===== src/rtl/booth_pkg.sv =====
// Shared definitions for the Booth multiplier feeder: operand/product widths,
// queue depth, watchdog limit and the sequencer state encoding.
package booth_pkg;

   localparam int OPW        = 5;
   localparam int PW         = 10;
   localparam int FIFO_DEPTH = 4;
   localparam int WD_LIMIT   = 32;
   localparam int WDW        = 6;
   localparam int CNTW       = 3;
   localparam int PTRW       = 2;

   typedef struct packed {
      logic [OPW-1:0] a;
      logic [OPW-1:0] b;
   } opPair_t;

   typedef enum logic [2:0] {
      IDLE,
      LDA,
      LDB,
      WAIT,
      HI,
      OUT
   } seqState_t;

endpackage


===== src/rtl/booth_op_fifo.sv =====
// Four-entry operand queue holding {a,b} pairs ahead of the multiplier.
// The head entry is visible combinationally; full/empty come from the count.
module booth_op_fifo
   import booth_pkg::*;
(
   input  logic              clk,
   input  logic              rst,
   input  logic              push,
   input  logic              pop,
   input  logic [2*OPW-1:0]  pushData,
   output logic [2*OPW-1:0]  popData,
   output logic [CNTW-1:0]   count,
   output logic              full,
   output logic              empty
);

   logic [2*OPW-1:0] mem [FIFO_DEPTH];
   logic [PTRW-1:0]  wrPtr;
   logic [PTRW-1:0]  rdPtr;
   logic             doPush;
   logic             doPop;

   assign full    = (count == CNTW'(FIFO_DEPTH));
   assign empty   = (count == '0);
   assign doPush  = push && !full;
   assign doPop   = pop && !empty;
   assign popData = mem[rdPtr];

   // Storage array; no reset needed since the count decides what is valid.
   always_ff @(posedge clk) begin
      if (doPush) begin
         mem[wrPtr] <= pushData;
      end
   end

   // Pointers and occupancy; a simultaneous push and pop leaves the count alone.
   always_ff @(posedge clk) begin
      if (rst) begin
         wrPtr <= '0;
         rdPtr <= '0;
         count <= '0;
      end else begin
         if (doPush) begin
            wrPtr <= wrPtr + 1'b1;
         end
         if (doPop) begin
            rdPtr <= rdPtr + 1'b1;
         end
         case ({doPush, doPop})
            2'b10:   count <= count + 1'b1;
            2'b01:   count <= count - 1'b1;
            default: count <= count;
         endcase
      end
   end

endmodule


===== src/rtl/booth_feeder.sv =====
// Feeds queued operand pairs into a two-beat Booth multiplier, reassembles the
// two result halves into a product, and guards the wait with a watchdog.
module booth_feeder
   import booth_pkg::*;
(
   input  logic           clk,
   input  logic           rst,
   input  logic           in_valid,
   output logic           in_ready,
   input  logic [OPW-1:0] in_a,
   input  logic [OPW-1:0] in_b,
   output logic           mul_rst,
   output logic           mul_start,
   output logic [OPW-1:0] mul_data,
   input  logic           mul_done,
   input  logic [OPW-1:0] mul_dout,
   output logic           out_valid,
   input  logic           out_ready,
   output logic [PW-1:0]  out_p,
   output logic           err
);

   seqState_t      state;
   seqState_t      nextState;
   opPair_t        head;
   logic [2*OPW-1:0] fifoHead;
   logic [CNTW-1:0] fifoCount;
   logic           fifoFull;
   logic           fifoEmpty;
   logic           fifoPush;
   logic           fifoPop;
   logic [WDW-1:0] wdCount;
   logic           mulRstPulse;
   logic [PW-1:0]  productReg;
   logic           errReg;
   logic           startC;
   logic [OPW-1:0] dataC;
   logic           popC;
   logic           wdExpire;
   logic           hiFail;
   logic           captureHi;
   logic           captureLo;

   assign head      = opPair_t'(fifoHead);
   assign in_ready  = !fifoFull && !rst;
   assign fifoPush  = in_valid && in_ready;
   assign fifoPop   = popC && !fifoEmpty;

   booth_op_fifo opFifo (
      .clk      (clk),
      .rst      (rst),
      .push     (fifoPush),
      .pop      (fifoPop),
      .pushData ({in_a, in_b}),
      .popData  (fifoHead),
      .count    (fifoCount),
      .full     (fifoFull),
      .empty    (fifoEmpty)
   );

   // Sequencer next-state and per-state strobes; the start is held off while a
   // watchdog reset pulse is still going out to the multiplier.
   always_comb begin
      nextState = state;
      startC    = 1'b0;
      dataC     = '0;
      popC      = 1'b0;
      wdExpire  = 1'b0;
      hiFail    = 1'b0;
      captureHi = 1'b0;
      captureLo = 1'b0;
      case (state)
         IDLE: begin
            if ((fifoCount != '0) && !mulRstPulse) begin
               startC    = 1'b1;
               nextState = LDA;
            end
         end
         LDA: begin
            dataC     = head.a;
            nextState = LDB;
         end
         LDB: begin
            dataC     = head.b;
            popC      = 1'b1;
            nextState = WAIT;
         end
         WAIT: begin
            if (mul_done) begin
               captureHi = 1'b1;
               nextState = HI;
            end else if (wdCount == WDW'(WD_LIMIT - 1)) begin
               wdExpire  = 1'b1;
               nextState = IDLE;
            end
         end
         HI: begin
            captureLo = 1'b1;
            if (mul_done) begin
               nextState = OUT;
            end else begin
               hiFail    = 1'b1;
               nextState = IDLE;
            end
         end
         OUT: begin
            if (out_ready) begin
               nextState = IDLE;
            end
         end
         default: nextState = IDLE;
      endcase
   end

   // Sequencer state register.
   always_ff @(posedge clk) begin
      if (rst) begin
         state <= IDLE;
      end else begin
         state <= nextState;
      end
   end

   // Watchdog counts WAIT cycles; it restarts as the pair leaves LDB.
   always_ff @(posedge clk) begin
      if (rst) begin
         wdCount <= '0;
      end else if (state == LDB) begin
         wdCount <= '0;
      end else if ((state == WAIT) && !mul_done) begin
         wdCount <= wdCount + 1'b1;
      end
   end

   // Sticky error flag and the one-cycle multiplier reset after a timeout.
   always_ff @(posedge clk) begin
      if (rst) begin
         errReg      <= 1'b0;
         mulRstPulse <= 1'b0;
      end else begin
         mulRstPulse <= wdExpire;
         if (wdExpire || hiFail) begin
            errReg <= 1'b1;
         end
      end
   end

   // Product is the raw concatenation of the high beat then the low beat.
   always_ff @(posedge clk) begin
      if (rst) begin
         productReg <= '0;
      end else begin
         if (captureHi) begin
            productReg[PW-1:OPW] <= mul_dout;
         end
         if (captureLo) begin
            productReg[OPW-1:0] <= mul_dout;
         end
      end
   end

   assign mul_start = startC && !rst;
   assign mul_data  = rst ? '0 : dataC;
   assign mul_rst   = rst || mulRstPulse;
   assign out_valid = (state == OUT) && !rst;
   assign out_p     = productReg;
   assign err       = errReg;

endmodule


===== config.mk =====
export PLATFORM = sky130hd
export DESIGN_NAME = booth_feeder
export DESIGN_NICKNAME = d
export VERILOG_FILES = /design/src/rtl/booth_pkg.sv /design/src/rtl/booth_op_fifo.sv /design/src/rtl/booth_feeder.sv
export SDC_FILE = /design/constraint.sdc
export NUM_CORES = 1
export LEC_CHECK = 0
export ABC_AREA = 0
export CAP_MARGIN = 20
export CORE_MARGIN = 2
export CORE_UTILIZATION = 25
export CTS_BUF_LIST = sky130_fd_sc_hd__clkbuf_2 sky130_fd_sc_hd__clkbuf_4 sky130_fd_sc_hd__clkbuf_8
export DETAILED_ROUTE_END_ITERATION = 16
export SLEW_MARGIN = 10
export SYNTH_ARGS = -nofsm -noshare
export SYNTH_HDL_FRONTEND = slang
export SYNTH_HIERARCHICAL = 1
export SYNTH_SLANG_ARGS = --single-unit

===== constraint.sdc =====
create_clock -name clk -period 3.4 [get_ports clk]
set_clock_uncertainty 0.2 [all_clocks]
set_input_delay 0.68 -clock clk [delete_from_list [all_inputs] [get_ports clk]]
set_output_delay 0.68 -clock clk [all_outputs]
set_load 0.02 [all_outputs]

==> metrics <==
Placer Congestion=around 0.73; hold_buf cts=0; Yosys warnings=6; Critical Path RT=between 2 and 3 ns; Reg clk slew, reported paths=approximately 0.070 ns; final-report hold violation count=0; Worst R2R Setup Slack=about 0.73 ns; CTS Buf Count=9; largest net degree at the start of global routing=24; Net Count, Synth=250; leakage power=roughly 1.3 nW; H-tree levels=3; IO Pins=40; antenna cell count=0; cell area after synthesis=about 3000 um2; Max VDD drop=approximately 0.00018 V; Resized cells post-CTS=0; Sink Count=70; cell chain of the critical path=clkdlybuf4s50_1, or2_2, nor3b_1, clkdlybuf4s50_1; status=finished, final reports clean; CTS tree=yes; Final #Nets=approximately 300; leading post-synthesis cells by cell area=edfxtp_1, dfxtp_1, mux4_2, mux2i_1, nor2_1; area fraction of the dominant cell type after synthesis=around 40%; number of stages on the worst setup path=4; max-slew violations=0; via count=roughly 1,900; ys flop type=edfxtp_1; f_max=between 0.3 and 0.4 GHz; cells after synthesis=about 220; Clk Latency, worst-skew pair=~0.34 ns; ys async rst share=0%; leading cell types in the layout, fill and taps excluded=edfxtp_1, clkdlybuf4s50_1, dfxtp_1; synthesized area per cell=between 10 and 15 um2; DRT iter0 DRCs=64; effective utilization at floorplan=around a quarter; Crit-path slowest cell=clkdlybuf4s50_1; share of cells above drive strength 1=approximately 15%; crit-path most repeated cell=clkdlybuf4s50_1; initial antenna violation count=0; register area share after synthesis=approximately three fifths; critical path type=input pin to output port; DP HPWL=4.11 mm; Layout area overhead=24.9%; gr usage total=10.1%; drt pass-1 iters=4; Reg-to-Reg Start=state[1]; Worst Tran Pin Value=roughly 0.59 ns; final setup fails=0; type of origin of the critical path=input pin; Overflow after GRT=0; number of port buffers=39; GR Layer Usage met3=between 3 and 4%; Setup crit end kind=output port; met1 Use GR=between 10% and 20%; fin crit share=between 90% and 100%; GR peak layer=met2; Reg2Reg Capture Point=opFifo/count[2]; CP top delay family=buffers and inverters; FP Rows=39; top cell type by total area after synthesis=edfxtp_1; post-route ant nets=0; Via density=~4.5; number of global-route vias before repair=1,946; commonest non-fill, non-tap cell in the layout=edfxtp_1; M2 GR Usage=between 10% and 20%; Cell variety after synth=47; min Tclk post-route=roughly 3.3 ns; hold path cells=2; die area=roughly 13,000 um2; PD cells=442 nW/um2; Post-CTS Setup Bufs=0; Hold WS=0.285 ns; worst relative slew slack=60.6%; hold crit path type=flop to flop; Worst EP arrival=about 2.4 ns; Detailed Route WL=approximately 6 mm; hold endpoint=wdCount[4]; CP Buf/Inv Count=2; Clock Path Buffers=2; maxcap violations=0; R2R cell count=10; die span in y=approximately 110 um; WL/cell=14.3 um; DRC viols=0; Critical Path Fanout Max=3; Hold Crit Start=wdCount[4]; core area=11,600 um2; EDFF count, synth=40; Synth Register Bits=70; RSZ-0062 raised after global routing=false; Die X-Extent=113 um; max incr delay on CP=approximately 0.65 ns; setup tns final=0 ns; clk root buf=clkbuf_8; first-pass GRT wire length=just under 10 mm
-- worst reg2reg max path: cells and delay by family, from the launching register on --
kind | cells | cell delay, ns
flops | 1 | 0.36
xor+xnor | 1 | 0.16
fa+ha+maj | 2 | 0.54
compound gates | 2 | 0.25
buf+inv | 2 | 0.13
simple gates | 3 | 0.97
-- cell usage after synthesis (2+ instances only) --
cell type  instances
a22oi_1            5
mux4_2            10
nor3_1             7
mux2i_1           13
xor2_1             3
inv_1             12
a21oi_1           10
dfxtp_1           30
or4_1              2
nand2b_1           4
edfxtp_1          40
clkbuf_1           2
o31ai_1            2
o21ai_0            6
nor2_1            21
buf_4              2
nand3b_1           2
buf_2              2
or3_1              4
ha_1               6
nor2b_1            4
o31a_1             2
and2_1             5
nand2_1            4
or3b_2             2
a21boi_0           2
-- layout make-up --
type                       instances  area [um2]
fill                            1173        7830
sequential                        70        1800
multi-input combinational        133        1100
timing repair buffer              46         443
tap                              143         179
clock buffer                       9         124
inverter                          12        45.0
clock inverter                     6        40.0
-- registers in the layout, summed over array words and instances, names as in the netlist, named ones only --
signal and cells:
opFifo/mem 40, out_p 10, wdCount 6, opFifo/count 3, state 3, opFifo/rdPtr 2, opFifo/wrPtr 2, err 1
mulRstPulse 1
-- metal layers --
metal | vias to the layer above | wire length, um | part of all wire (%)
li1 | 919 | - | -
met1 | 934 | 2760 | 46
met2 | 38 | 2870 | 48
met3 | 8 | 240 | 4.0
met4 | 0 | 118 | 2.0
met5 | - | 0 | 0
-- cell families after synthesis --
group / after synthesis / share of synthesized area (%)
buf+inv: 20 / 2.88
compound gates: 30 / 6.40
fa+ha+maj: 7 / 3.18
mux: 23 / 11.9
simple gates: 69 / 14.3
flops: 70 / 60.2
xor+xnor: 4 / 1.17
-- how the worst max path moves through the flow --
stage                       to  from
6_report             mul_start   rst
5_1_grt              mul_start   rst
4_1_cts              mul_start   rst
3_5_place_dp         mul_start   rst
3_3_place_gp       mul_data[3]   rst
2_1_floorplan  opFifo/count[2]   rst
-- power by group --
group / switching [mW] / internal (mW)
logic: 0.0848 / 0.0770
registers: 0.0104 / 0.911
clock network: 0.309 / 0.258
total: 0.405 / 1.25
-- stage by stage --
stage	utilization (%)	worst slack, ns	power, mW	instance area (um2)	cells
after detailed placement	30.9	0.125	1.10	3570	404
after global routing	32.3	0.0181	1.74	3740	419
after CTS	32.3	0.117	1.69	3740	419
after floorplan	-	0.690	1.03	2990	223
after global placement	30.9	0.184	1.10	3570	404
final	32.3	0.136	1.65	3740	419
(Power assumes the default switching activity.)
